--- config.mk ---
export PLATFORM = sky130hd
export DESIGN_NAME = regwrite_arbiter
export DESIGN_NICKNAME = d
export VERILOG_FILES = /design/src/rtl/cpu_pkg.sv /design/src/rtl/rr_arbiter2.sv /design/src/rtl/regwrite_arbiter.sv
export SDC_FILE = /design/constraint.sdc
export NUM_CORES = 1
export LEC_CHECK = 0
export ABC_CLOCK_PERIOD_IN_PS = 1520
export CAP_MARGIN = 5
export CORE_MARGIN = 2
export CORE_UTILIZATION = 45
export DETAILED_ROUTE_END_ITERATION = 16
export DONT_BUFFER_PORTS = 1
export GPL_TIMING_DRIVEN = 1
export PLACE_DENSITY = 0.67
export SLEW_MARGIN = 0
export SYNTH_ARGS = -nofsm -noshare
export SYNTH_HDL_FRONTEND = slang
export SYNTH_SLANG_ARGS = --single-unit
--- constraint.sdc ---
create_clock -name CLK -period 1.52 [get_ports CLK]
set_input_delay 0.152 -clock CLK [delete_from_list [all_inputs] [get_ports CLK]]
set_output_delay 0.152 -clock CLK [all_outputs]
set_load 0.02 [all_outputs]
--- src/rtl/cpu_pkg.sv ---
// rtl/cpu_pkg.sv - shared register-file widths and arbiter FSM encoding
package cpu_pkg;
    localparam int REG_ADDR_W = 3;
    localparam int REG_DATA_W = 8;
    localparam int NUM_REGS   = 8;

    localparam logic [REG_ADDR_W-1:0] LAST_REG = REG_ADDR_W'(NUM_REGS - 1);

    typedef enum logic {
        ST_ARB   = 1'b0,
        ST_CLEAR = 1'b1
    } arb_state_t;
endpackage

--- src/rtl/rr_arbiter2.sv ---
// rtl/rr_arbiter2.sv - two-way round-robin grant with last-winner pointer
module rr_arbiter2 (
    input  logic       CLK,
    input  logic       RESET,
    input  logic [1:0] req,
    input  logic       advance,
    output logic [1:0] gnt
);
    // 1 means requester 1 won most recently, so requester 0 wins the first tie
    logic last_gnt;

    always_ff @(posedge CLK or posedge RESET) begin
        if (RESET) begin
            last_gnt <= 1'b1;
        end else if (advance) begin
            last_gnt <= gnt[1];
        end
    end

    always_comb begin
        gnt = req;
        if (req == 2'b11) begin
            gnt = last_gnt ? 2'b01 : 2'b10;
        end
    end
endmodule

--- src/rtl/regwrite_arbiter.sv ---
// rtl/regwrite_arbiter.sv - arbitrates two register-write requesters and sweeps a clear
module regwrite_arbiter
    import cpu_pkg::*;
(
    input  logic                  CLK,
    input  logic                  RESET,
    input  logic                  REQ0_VALID,
    input  logic [REG_ADDR_W-1:0] REQ0_ADDR,
    input  logic [REG_DATA_W-1:0] REQ0_DATA,
    output logic                  REQ0_READY,
    input  logic                  REQ1_VALID,
    input  logic [REG_ADDR_W-1:0] REQ1_ADDR,
    input  logic [REG_DATA_W-1:0] REQ1_DATA,
    output logic                  REQ1_READY,
    input  logic                  CLR_START,
    output logic                  CLR_DONE,
    output logic                  WRITEENABLE,
    output logic [REG_ADDR_W-1:0] WRITEREG,
    output logic [REG_DATA_W-1:0] WRITEDATA,
    output logic                  BUSY
);
    arb_state_t            state, state_nxt;
    logic [REG_ADDR_W-1:0] clr_cnt, clr_cnt_nxt, wreg_nxt;
    logic [REG_DATA_W-1:0] wdata_nxt;
    logic                  we_nxt, done_nxt;
    logic                  arb_open;
    logic [1:0]            req, gnt;

    assign arb_open = (state == ST_ARB) && !CLR_START;
    assign req      = {REQ1_VALID, REQ0_VALID} & {2{arb_open}};

    rr_arbiter2 u_rr (
        .CLK     (CLK),
        .RESET   (RESET),
        .req     (req),
        .advance (|gnt),
        .gnt     (gnt)
    );

    assign REQ0_READY = gnt[0];
    assign REQ1_READY = gnt[1];
    assign BUSY       = (state == ST_CLEAR);

    // The write registers are loaded one step ahead so each CLEAR cycle already shows its own index
    always_comb begin
        state_nxt   = state;
        clr_cnt_nxt = clr_cnt;
        we_nxt      = 1'b0;
        wreg_nxt    = WRITEREG;
        wdata_nxt   = WRITEDATA;
        done_nxt    = 1'b0;
        case (state)
            ST_ARB: begin
                if (CLR_START) begin
                    state_nxt   = ST_CLEAR;
                    clr_cnt_nxt = '0;
                    we_nxt      = 1'b1;
                    wreg_nxt    = '0;
                    wdata_nxt   = '0;
                end else if (gnt[0]) begin
                    we_nxt    = 1'b1;
                    wreg_nxt  = REQ0_ADDR;
                    wdata_nxt = REQ0_DATA;
                end else if (gnt[1]) begin
                    we_nxt    = 1'b1;
                    wreg_nxt  = REQ1_ADDR;
                    wdata_nxt = REQ1_DATA;
                end
            end
            ST_CLEAR: begin
                if (clr_cnt == LAST_REG) begin
                    state_nxt   = ST_ARB;
                    clr_cnt_nxt = '0;
                    done_nxt    = 1'b1;
                end else begin
                    clr_cnt_nxt = clr_cnt + REG_ADDR_W'(1);
                    we_nxt      = 1'b1;
                    wreg_nxt    = clr_cnt + REG_ADDR_W'(1);
                    wdata_nxt   = '0;
                end
            end
            default: state_nxt = ST_ARB;
        endcase
    end

    always_ff @(posedge CLK or posedge RESET) begin
        if (RESET) begin
            state       <= ST_ARB;
            clr_cnt     <= '0;
            WRITEENABLE <= 1'b0;
            WRITEREG    <= '0;
            WRITEDATA   <= '0;
            CLR_DONE    <= 1'b0;
        end else begin
            state       <= state_nxt;
            clr_cnt     <= clr_cnt_nxt;
            WRITEENABLE <= we_nxt;
            WRITEREG    <= wreg_nxt;
            WRITEDATA   <= wdata_nxt;
            CLR_DONE    <= done_nxt;
        end
    end
endmodule

Yosys cells after proc, flatten, opt, wreduce, memory -nomap -nowiden
Cells that the tools add are included.

storage, ports and cells
  register bits = 18
  bits of input ports = 27

operators by class
  $add $sub $neg = 1
  equal/unequal tests = 5
  multiplexer cells = 24
  bitwise operators = 2
  reduce and logical (&&, ||, !) cells = 4

operator list
  kind                 count
  $mux 8               4
  $mux 3               6
  $pmux 8 s2           1
  $pmux 3 s2           2
  $mux 1               7
  $mux 2               2
  $ne 2x2->1 const B   2
  $ne 4x4->1 const B   1
  $pmux 1 s2           2
  $add 3x1->3 const B  1
  $eq 3x3->1 const B   1
  $and 2x2->2          1
  $eq 2x2->1 const B   1
  $reduce_and 2->1     1
  $reduce_or 2->1      1
  $logic_and 1x1->1    1
  $logic_not 1->1      1
  $not 1->1            1

Logic depth before layout (Yosys ltp)
Gate-level depths: netlist of the first run.

  depth after elaboration = 9
  mapped depth = 6
  depth with buffers taken out = 5

Hierarchy
Synthesis of the first run repeated with hierarchy kept, for this count alone.

second synthesis, totals
  cell total of the unflattened synthesis = 83
  area total of the unflattened synthesis = 942.2 um2

by module, submodules not included
  module            instances  cells an instance  area an instance (um2)  sequential area each (um2)
  regwrite_arbiter  1          77                 874.6                   425.4
  rr_arbiter2       1          6                  67.6                    26.3

Worst setup path before layout of the first run
Ideal clock, no wire load.

  kind = register -> output
  from = register state (netlist: BUSY)
  to = output port REQ1_READY
  data arrival time = 1.539 ns
  data required time = 1.368 ns
  setup slack = -0.171 ns
  cell stages (with the launch flop) = 6
  path buffers = 2
  cells stage by stage = dfrtp_1 -> buf_2 -> nor2_1 -> buf_2 -> nand2_1 -> a21oi_1

between the ends
  word-level cells in the longest chain between the ends = 5

ends and longest elaborated chain
  item                    line                    source
  start, declared         regwrite_arbiter.sv:22  arb_state_t state, state_nxt;
  start signal, assigned  regwrite_arbiter.sv:95  state <= state_nxt;
  $not 1->1 *             -
  $logic_and 1x1->1 *     regwrite_arbiter.sv:29  assign arb_open = (state == ST_ARB) && !CLR_START;
  $and 2x2->2 *           regwrite_arbiter.sv:30  assign req = {REQ1_VALID, REQ0_VALID} & {2{arb_open}};
  $eq 2x2->1              rr_arbiter2.sv:22       if (req == 2'b11) begin
  $mux 2 *                rr_arbiter2.sv:22
  end, declared           regwrite_arbiter.sv:14  output logic REQ1_READY,

Every way passes the cells marked *; elsewhere a longest branch is shown, timed or not.

Final worst setup path of the first run
  from = register state (netlist: BUSY)
  to = output port REQ0_READY

between the ends
  word-level cells in the longest chain between the ends = 5

ends and longest elaborated chain
  item                 line                    source
  $not 1->1 *          -
  $logic_and 1x1->1 *  regwrite_arbiter.sv:29
  $and 2x2->2 *        regwrite_arbiter.sv:30
  $eq 2x2->1           rr_arbiter2.sv:22
  $mux 2 *             rr_arbiter2.sv:22
  end, declared        regwrite_arbiter.sv:10  output logic REQ0_READY,

Marked as above.

==> impl_results.md, run 1 <==
- Via-per-instance ratio: 6.02
- Average size of a mapped cell: 9.43 sq um
- Final total negative setup slack: -0.0244 ns
- Number of antenna violations at the first check in global routing: 0
- Final-layout fill cell count: 193
- Power density relative to cell area: 1920 nW/um^2
- Number of placement rows: 16
- Main synth FF type: sky130_fd_sc_hd__dfrtp_1
- Maximum frequency from static timing analysis: 648 MHz
- Die height: 49.8 um
- Remaining Overflow, GRT: 0
- FF-to-FF Start: clr_cnt[0]
- Clock transition time at the flip-flop clock pins of the worst setup and hold paths: 0.11 ns
- Buffers added on ports: 0
- Detail Route Antenna Nets: 0
- Iteration count of the initial detailed-routing pass: 3
- Worst reg2reg path endpoint: WRITEREG[0]
- Clock buffer depth: 2
- RePlAce Congestion: 0.765
- Violations in the final reports: negative setup slack
- Skew final: 0.00480 ns
- Total nets after synthesis: 129
- Register-to-Register Setup Slack: 0.10 ns
- Number of global-route vias before repair: 852
- Count of max-cap constraint violations: 0
- Number of unique standard cell types used by synthesis: 25
- CP max FO: 6
- Total number of vias: 879
- Yosys warning total: 0
- Pins over their slew limit: 0
- Worst Hold Launch: REQ0_DATA[7]
- Core area: 1960 sq um
- Slew at the pin closest to its max-slew limit: 0.680 ns
- Final nets: 149
- Io pins: 43
- Clock latency on the worst-skew pair: 0.30 ns
- Fraction of synthesis flops using an asynchronous set or reset pin: 100%
- Global-route wire length before repair: 4.14 mm
- Detail Placement HPWL: 1.77 mm
- Count of endpoints failing hold in the final timing report: 0
- Total power: 0.00232 W
- Count of antenna diodes in the layout: 0
- Instance count along the most critical hold path: 2
- Final standard cell area without fillers: 1210 sq um
- Setup WS pre-CTS: 0.0217 ns
- Final Worst Setup Slack: -0.0244 ns
- Maximum number of pins on one net before global-route repair: 19
- Number of buffers created by CTS: 3
- Unrepaired setup endpoints after global routing: true
- Area after DPL: 1000 sq um
- Starting density of the core: 48.1%
- Max IR drop VDD: 0.886 mV
- Post-synthesis instance area: 943 sq um
- WP data arrival: 1.39 ns
- Synthesized flop and latch total: 18
- Crit path time final: 1.54 ns
- Number of design rule violations left after detail routing: 0
- Hold slack: 0.0130 ns
- Depth of the worst register-to-register path: 6
- Endpoint of the worst hold-timing path: WRITEDATA[7]
- Critical Setup Path Class: flip-flop to primary output
- Slew HR: 54.6%
- Area delta synth->final: 28.2%
- Clock sinks: 18
- Gr usage total: 22.5%
- Routed len/inst: 17.7 um
- Number of flops mapped to enable cells by yosys: 0
- Leakage power: 0.509 nW
- Clock root buffer: sky130_fd_sc_hd__clkbuf_4
- Ratio of final minimum period to clock period: 102%
- Layout cell share with drive strength beyond 1: 22.7%
- Critical path launch point type: flip-flop
- Initial drt markers: 19
- Setup violators final: 1
- Outcome: complete, but fails checks
- Die Area: 2480 sq um
- Class of the most critical hold timing path: input port to flip-flop
- Fraction of the yosys area taken by sequential cells: 47.9%
- CTS tree: yes
- Level count of the clock H-tree: 1
- Critical path data required time: 1.37 ns
- Worst Setup End Kind: primary output
- Die span in x: 49.8 um
- Cells after synthesis: 100
- Sum of routed wire length over all layers: 2.58 mm
registers in the layout, indices dropped and copies added (netlist names):
register	count
CLR_DONE	1
WRITEREG	3
BUSY	1
WRITEDATA	8
WRITEENABLE	1
u_rr.last_gnt	1
clr_cnt	3
worst max-delay path, cell delays in order, from the launching register on:
cell,delay [ns]
sky130_fd_sc_hd__dfrtp_1,0.43
sky130_fd_sc_hd__buf_6,0.16
sky130_fd_sc_hd__nor3b_4,0.21
sky130_fd_sc_hd__buf_6,0.13
sky130_fd_sc_hd__and2_4,0.16
stage by stage:
step | instances | utilization [%]
floorplan | 100 | -
global placement | 127 | 51.2
detailed placement | 127 | 51.2
CTS | 143 | 59.8
global route | 146 | 61.7
finish | 146 | 61.7
routing by layer:
metal | vias up | wire length, um | GRT usage (%)
met5 | - | 0 | 0
met4 | 0 | 42 | 9.72
met3 | 5 | 118 | 3.33
met2 | 28 | 1330 | 40.7
met1 | 435 | 1090 | 26.0
li1 | 411 | - | -
placed cells by master, fill, tap and decap left out, drive strengths merged:
cell type and n:
a22o 1, nor2b 1, buf 14, nand3 11, dlygate4sd3 10, ha 2
nor2 2, a31oi 10, nand2b 2, a41oi 1, o211ai 11, and2 2
o32ai 1, a21oi 12, clkbuf 4, o22ai 2, mux2i 1, inv 5
nor3 1, dfstp 1, nor3b 1, or4 1, o21ai 2, nand2 4
dfrtp 17
Yosys cell counts, types with 2 or more instances:
cell type / instances / share of area (%)
sky130_fd_sc_hd__clkbuf_1: 4 / 1.6
sky130_fd_sc_hd__nand2b_1: 2 / 1.3
sky130_fd_sc_hd__o21ai_0: 2 / 1.1
sky130_fd_sc_hd__dfrtp_1: 17 / 45
sky130_fd_sc_hd__nand2_1: 4 / 1.6
sky130_fd_sc_hd__nand3_1: 11 / 5.8
sky130_fd_sc_hd__inv_1: 5 / 2.0
sky130_fd_sc_hd__nor2_1: 2 / 0.80
sky130_fd_sc_hd__and2_1: 2 / 1.3
sky130_fd_sc_hd__ha_1: 2 / 2.7
sky130_fd_sc_hd__o22ai_1: 2 / 1.3
sky130_fd_sc_hd__o211ai_1: 11 / 8.8
sky130_fd_sc_hd__buf_2: 4 / 2.1
sky130_fd_sc_hd__a21oi_1: 12 / 6.4
sky130_fd_sc_hd__a31oi_1: 10 / 6.6
logic make-up (layout without fill, tap and decap cells):
family	Yosys count	after routing	share of synthesized area, %
buffers and inverters	14	33	6.90
adders and majority gates	2	2	2.65
and+or+nand+nor	25	25	14.6
muxes	1	1	1.06
AOI/OAI and AO/OA	40	40	26.9
DFF	18	18	47.9
where the power goes:
group          internal (W)  total (W)  switching, W
sequential         0.000716    0.00107      0.000355
combinational      0.000449   0.000946      0.000496
clock              0.000146   0.000303      0.000156
total               0.00131    0.00232       0.00101
worst max path at each step:
stage                              from            to
after global placement             BUSY  WRITEDATA[6]
after detailed placement  u_rr.last_gnt   WRITEREG[0]
after global routing      u_rr.last_gnt    REQ0_READY
final                              BUSY    REQ0_READY
after floorplan                    BUSY    REQ1_READY
after CTS                          BUSY    REQ0_READY
cell type report:
type / instances / area (sq um) / share of cell area [%]
multi-input combinational: 68 / 455 / 37.6
sequential: 18 / 452 / 37.3
timing repair buffer: 24 / 214 / 17.7
clock buffer: 4 / 36.3 / 3.00
tap: 27 / 33.8 / 2.79
inverter: 5 / 18.8 / 1.55
timing repair:
action / 4_1_cts / 5_1_grt
resized for setup: 6 / 4
gates cloned: 1 / 0
setup buffers: 2 / 2
hold buffers: 9 / 1
hold endpoints to repair: 25 / 1
pin swaps: 1 / 1
setup endpoints to repair: 3 / 13
Power figures use the tool's default switching activity.
==> inputs of run 2 (changes only) <==
--- a/config.mk
+++ b/config.mk
@@ -6,13 +6,15 @@
 export NUM_CORES = 1
 export LEC_CHECK = 0
 export ABC_CLOCK_PERIOD_IN_PS = 1520
-export CAP_MARGIN = 5
+export CAP_MARGIN = 10
+export CELL_PAD_IN_SITES_DETAIL_PLACEMENT = 1
+export CELL_PAD_IN_SITES_GLOBAL_PLACEMENT = 2
 export CORE_MARGIN = 2
-export CORE_UTILIZATION = 45
+export CORE_UTILIZATION = 30
 export DETAILED_ROUTE_END_ITERATION = 16
 export DONT_BUFFER_PORTS = 1
 export GPL_TIMING_DRIVEN = 1
-export PLACE_DENSITY = 0.67
+export PLACE_DENSITY = 0.76
 export SLEW_MARGIN = 0
 export SYNTH_ARGS = -nofsm -noshare
 export SYNTH_HDL_FRONTEND = slang
==> impl_results.md, run 2 (synthesis results as in run 1) <==
- Power density relative to cell area: 1870 nW/um^2
- Largest registers ranked by flip-flop count: WRITEDATA (8), WRITEREG (3), clr_cnt (3)
- FF-to-FF Start: clr_cnt[1]
- Number of buffers created by CTS: 3
- Routed len/inst: 17.9 um
- Unrepaired setup endpoints after global routing: true
- Buffers added on ports: 0
- Critical path data required time: 1.37 ns
- Initial drt markers: 29
- Detail Route Antenna Nets: 0
- CP max FO: 11
- Final Worst Setup Slack: -0.0103 ns
- Pins over their slew limit: 0
- Count of max-cap constraint violations: 0
- Violations in the final reports: negative hold slack, negative setup slack
- Starting density of the core: 31.2%
- CTS tree: yes
- Via-per-instance ratio: 5.32
- Maximum frequency from static timing analysis: 653 MHz
- Setup violators final: 1
- Slew HR: 52.4%
- Layout cell share with drive strength beyond 1: 21.5%
- Max IR drop VDD: 0.721 mV
- Worst Hold Launch: REQ0_DATA[7]
- RePlAce Congestion: 0.736
- Io pins: 43
- Die span in x: 60.1 um
- Area used by sequential logic in the layout: 452 sq um
- Crit path time final: 1.53 ns
- Clock transition time at the flip-flop clock pins of the worst setup and hold paths: 0.12 ns
- Clock root buffer: sky130_fd_sc_hd__clkbuf_4
- Worst Setup End Kind: primary output
- Number of global-route vias before repair: 893
- Final nets: 151
- Sum of routed wire length over all layers: 2.96 mm
- Critical path launch point type: flip-flop
- Clock buffer depth: 2
- Leading cell type in the layout, fill and taps excluded: sky130_fd_sc_hd__dfrtp_1
- Count of antenna diodes in the layout: 0
- Slew at the pin closest to its max-slew limit: 0.712 ns
- Core area: 3030 sq um
- Final total negative setup slack: -0.0103 ns
- WP data arrival: 1.38 ns
- Utilization of the core after routing: 41.5%
- Detail Placement HPWL: 2.06 mm
- Area of the multi-input gates: 459 sq um
- Area after DPL: 1030 sq um
- Number of antenna violations at the first check in global routing: 0
- Hold slack: -0.0147 ns
- Instance count along the most critical hold path: 2
- Final standard cell area without fillers: 1260 sq um
- Number of design rule violations left after detail routing: 0
- Die Area: 3610 sq um
- Total number of vias: 878
- Final-layout fill cell count: 342
- Skew final: 0.0125 ns
- Ratio of final minimum period to clock period: 101%
- Depth of the worst register-to-register path: 6
- Leakage power: 0.523 nW
- Clock sinks: 18
- Clock latency on the worst-skew pair: 0.32 ns
- Setup WS pre-CTS: -0.00138 ns
- Flip-flop count of the largest register, all copies and words added: 8
- Class of the most critical hold timing path: input port to flip-flop
- Count of endpoints failing hold in the final timing report: 5
- Remaining Overflow, GRT: 0
- Area delta synth->final: 33.3%
- Die height: 60.1 um
- Endpoint of the worst hold-timing path: WRITEDATA[7]
- Largest Register: WRITEDATA
- Iteration count of the initial detailed-routing pass: 4
- Worst reg2reg path endpoint: WRITEREG[0]
- Leading cell types in the layout, fill and taps excluded: 17 x sky130_fd_sc_hd__dfrtp_1, 12 x sky130_fd_sc_hd__dlygate4sd3_1, 11 x sky130_fd_sc_hd__nand3_1, 11 x sky130_fd_sc_hd__o211ai_1, 11 x sky130_fd_sc_hd__a21oi_1
- Level count of the clock H-tree: 1
- Gr usage total: 17.5%
- Maximum number of pins on one net before global-route repair: 19
- Critical Setup Path Class: flip-flop to primary output
- Register-to-Register Setup Slack: 0.02 ns
- Outcome: complete, but fails checks
- Number of placement rows: 20
- Global-route wire length before repair: 4.53 mm
[run 2: worst max-delay path by stage]
stage / slack, ns / from / cells after the start / endpoint
floorplan: 0.02 / BUSY / 5 / REQ1_READY
global placement: 0.04 / BUSY / 3 / WRITEDATA[0]
detailed placement: -0.001 / clr_cnt[0] / 5 / WRITEDATA[5]
CTS: -0.03 / BUSY / 4 / REQ0_READY
global route: -0.09 / BUSY / 4 / REQ0_READY
finish: -0.01 / BUSY / 4 / REQ0_READY
[run 2: report_power, final]
group | switching (W) | total [W] | internal (W)
Sequential | 0.000342 | 0.00106 | 0.000715
Combinational | 0.000533 | 0.000979 | 0.000447
Clock | 0.000173 | 0.000320 | 0.000147
[run 2: layer usage]
metal | vias to the layer above | track usage, % | share of wire (%)
met3 | 6 | 3.68 | 6.1
li1 | 419 | - | -
met4 | 0 | 8.57 | 1.9
met2 | 27 | 28.3 | 50
met1 | 426 | 22.1 | 42
met5 | - | 0 | 0
[run 2: critical path, cell delays in order (launching register included)]
cell and delay (ns):
sky130_fd_sc_hd__dfrtp_1 0.41, sky130_fd_sc_hd__buf_6 0.17, sky130_fd_sc_hd__nor3b_4 0.18, sky130_fd_sc_hd__buf_4 0.14, sky130_fd_sc_hd__and2_4 0.16
[run 2: final cells by class]
class | instances | share of cell area [%]
tap | 44 | 4.38
timing repair buffer | 26 | 18.8
inverter | 5 | 1.49
clock buffer | 4 | 2.89
multi-input combinational | 68 | 36.5
sequential | 18 | 35.9
[run 2: repair_timing]
action | CTS | global route
setup endpoints to repair | 4 | 12
setup buffers | 2 | 2
cloned | 0 | 1
endpoints found under the hold margin | 25 | 3
hold buffers | 9 | 3
pin swaps | 1 | 1
resized for setup | 6 | 6
[run 2: stage by stage]
step           power (W)  instances
4_1_cts          0.00230        159
3_3_place_gp     0.00186        144
2_1_floorplan    0.00165        100
6_report         0.00236        165
3_5_place_dp     0.00191        144
5_1_grt          0.00252        165
==> inputs of run 3 (changes only) <==
--- a/config.mk
+++ b/config.mk
@@ -10,7 +10,7 @@
 export CELL_PAD_IN_SITES_DETAIL_PLACEMENT = 1
 export CELL_PAD_IN_SITES_GLOBAL_PLACEMENT = 2
 export CORE_MARGIN = 2
-export CORE_UTILIZATION = 30
+export CORE_UTILIZATION = 32
 export DETAILED_ROUTE_END_ITERATION = 16
 export DONT_BUFFER_PORTS = 1
 export GPL_TIMING_DRIVEN = 1
@@ -18,4 +18,5 @@
 export SLEW_MARGIN = 0
 export SYNTH_ARGS = -nofsm -noshare
 export SYNTH_HDL_FRONTEND = slang
+export SYNTH_HIERARCHICAL = 1
 export SYNTH_SLANG_ARGS = --single-unit
==> impl_results.md, run 3 <==
- Layout cell share with drive strength beyond 1: 42.7%
- Via-per-instance ratio: 5.40
- Violations in the final reports: negative setup slack
- Pins over their slew limit: 0
- RePlAce Congestion: 0.737
- Most numerous cell types in the synthesized netlist: 17 x sky130_fd_sc_hd__dfrtp_1, 8 x sky130_fd_sc_hd__mux2i_1, 8 x sky130_fd_sc_hd__nor2_1
- P_int: 0.00131 W
- Die span in x: 58.3 um
- Clock transition time at the flip-flop clock pins of the worst setup and hold paths: 0.11 ns
- Die Area: 3390 sq um
- Starting density of the core: 33.9%
- Slew at the pin closest to its max-slew limit: 0.659 ns
- Critical path launch point type: flip-flop
- Largest stage delay on the critical path: 0.44 ns
- CP max FO: 4
- Mux contribution to synthesized area: 15.7%
- Level count of the clock H-tree: 1
- Yosys warning total: 6
- Crit path buffers/inverters: 0
- Largest Register: WRITEDATA
- Synth Area in Compound Gates: 18.2%
- Largest registers ranked by flip-flop count: WRITEDATA (8), WRITEREG (3), clr_cnt (3)
- Final Worst Setup Slack: -0.259 ns
- Combinational power share: 47.0%
- Maximum number of pins on one net before global-route repair: 18
- Unrepaired setup endpoints after global routing: true
- Class of the most critical hold timing path: input port to flip-flop
- Gr usage total: 15.0%
- Setup WS pre-CTS: -0.302 ns
- Area leader, netlist: sky130_fd_sc_hd__dfrtp_1
- Slowest cell on crit path: sky130_fd_sc_hd__dfrtp_2
- Count of antenna diodes in the layout: 0
- Main synth FF type: sky130_fd_sc_hd__dfrtp_1
- Routed len/inst: 17.0 um
- Critical path data required time: 1.72 ns
- Number of flops mapped to enable cells by yosys: 0
- Synth Area in Simple Gates: 9.43%
- Xor and xnor area share after synthesis: 0%
- Ratio of final minimum period to clock period: 117%
- Worst Setup End Kind: flip-flop
- Synthesized flop and latch total: 18
- Clock buffer depth: 2
- Sw frac: 39.5%
- Final total negative setup slack: -2.43 ns
- Detail Placement HPWL: 1.75 mm
- Final nets: 133
- Skew final: 0.00173 ns
- Number of buffers created by CTS: 3
- Outcome: complete, but fails checks
- Crit path depth: 6
- Cells after synthesis: 83
- Initial drt markers: 10
- Area share of fa/ha/maj cells after synthesis: 2.66%
- Average size of a mapped cell: 11.4 sq um
- Die height: 58.3 um
- Sequence of cells on the critical path: nor2_4 -> and2_4 -> a21boi_4 -> mux2_4 -> a22o_1 -> mux2_4
- Placed cells: 126
- Detail Route Antenna Nets: 0
- Io pins: 43
- Clock sinks: 18
- Leakage power: 0.536 nW
- Sum of routed wire length over all layers: 2.28 mm
- Fraction of synthesis flops using an asynchronous set or reset pin: 100%
- Flip-flop count of the largest register, all copies and words added: 8
- Filler-free cell count of the finished design: 134
- Clock share of power: 14.2%
- Slew HR: 56.1%
- CTS tree: yes
- Global-route wire length before repair: 3.84 mm
- Power density relative to cell area: 1760 nW/um^2
- Maximum frequency from static timing analysis: 562 MHz
- Hold slack: 0.0780 ns
- Switching power: 0.000858 W
- Sequential Power Share: 38.8%
- Leading cell types in the layout, fill and taps excluded: 16 x sky130_fd_sc_hd__dfrtp_1, 15 x sky130_fd_sc_hd__buf_4, 7 x sky130_fd_sc_hd__inv_1
- Total power: 0.00217 W
- Cell types occupying the most area after synthesis: sky130_fd_sc_hd__dfrtp_1 45%, sky130_fd_sc_hd__mux2i_1 8.5%, sky130_fd_sc_hd__a211oi_1 4.8%
- Top cell family by delay on the critical path: multiplexers
- Iteration count of the initial detailed-routing pass: 4
- Fraction of the yosys area taken by sequential cells: 47.9%
- Most repeated cell in the gate-level netlist after synthesis: sky130_fd_sc_hd__dfrtp_1
- Setup violators final: 13
- Max IR drop VDD: 0.937 mV
- Critical Setup Path Class: flip-flop to flip-flop
- Remaining Overflow, GRT: 0
- Count of max-cap constraint violations: 0
- Number of unique standard cell types used by synthesis: 26
- Core area: 2780 sq um
- Number of placement rows: 19
- Leading cell type in the layout, fill and taps excluded: sky130_fd_sc_hd__dfrtp_1
- Depth of the worst register-to-register path: 6
- Count of endpoints failing hold in the final timing report: 0
- Clock latency on the worst-skew pair: 0.30 ns
- Total nets after synthesis: 112
- Number of antenna violations at the first check in global routing: 0
- Number of global-route vias before repair: 780
- Crit path time final: 1.78 ns
- Clock root buffer: sky130_fd_sc_hd__clkbuf_4
- Total number of vias: 723
- Combinational family with the most area after synthesis: compound AO/OA/AOI/OAI gates
- Crit-path most repeated cell: sky130_fd_sc_hd__mux2_4
- Number of design rule violations left after detail routing: 0
- Instance count along the most critical hold path: 2
- Post-synthesis instance area: 942 sq um
- WP data arrival: 1.98 ns
- Fraction of synthesized cell area taken by the top area cell type: 45.2%
- Area delta synth->final: 30.9%
- Buffers added on ports: 0
[run 3: layout make-up]
| class | count | area [sq um] |
|---|---|---|
| Sequential cell | 18 | 453 |
| Fill cell | 304 | 1550 |
| Timing Repair Buffer | 20 | 174 |
| Multi-Input combinational cell | 54 | 505 |
| Inverter | 7 | 26.3 |
| Clock buffer | 4 | 36.3 |
| Tap cell | 31 | 38.8 |
[run 3: logic make-up (layout without fill, tap and decap cells)]
| group | Yosys count | after routing |
|---|---|---|
| fa+ha+maj | 2 | 2 |
| flops | 18 | 18 |
| mux | 13 | 13 |
| buf+inv | 11 | 31 |
| compound gates | 20 | 20 |
| simple gates | 19 | 19 |
[run 3: path summary, 6_finish.rpt]
check	start	to	slack, ns
setup / recovery	BUSY	WRITEREG[2]	-0.26
hold / removal	REQ1_DATA[2]	WRITEDATA[2]	0.08
setup reg to reg	BUSY	WRITEREG[2]	-0.26
hold reg to reg	clr_cnt[2]	clr_cnt[2]	0.52
max in group asynchronous	RESET	BUSY	0.66
min in group asynchronous	RESET	u_rr/last_gnt	0.30
[run 3: worst register-to-register path: cells and delay by family, from the launching register on]
kind               cells  cell delay, ns
muxes                  2            0.57
DFF                    1            0.44
AOI/OAI and AO/OA      2            0.42
and+or+nand+nor        2            0.25
[run 3: power by group through the flow]
stage / clock network (W) / logic [W] / registers, W
2_1_floorplan: 0 / 0.000638 / 0.000855
3_3_place_gp: 0 / 0.000899 / 0.000849
3_5_place_dp: 0 / 0.000924 / 0.000855
4_1_cts: 0.000315 / 0.00101 / 0.000845
5_1_grt: 0.000334 / 0.00114 / 0.000865
6_report: 0.000307 / 0.00102 / 0.000842
[run 3: layer usage]
layer  wire, um  global-route usage, %  share of wire [%]
met4         21                   3.99               0.92
met3        184                   4.91                8.1
met2       1020                   22.6                 45
met5          0                      0                  0
met1       1060                   20.6                 46
[run 3: through the flow]
stage	util (%)	area [sq um]
finish	44.4	1230
global route	44.4	1230
CTS	43.5	1210
detailed placement	39.5	1100
global placement	39.5	1100
floorplan	-	973
[run 3: what timing repair did]
item,CTS,global route
endpoints found under the hold margin,19,0
setup buffers,1,0
resized for setup,10,7
hold buffers,2,0
gates cloned,1,0
setup endpoints to repair,15,16
pin swaps,8,0
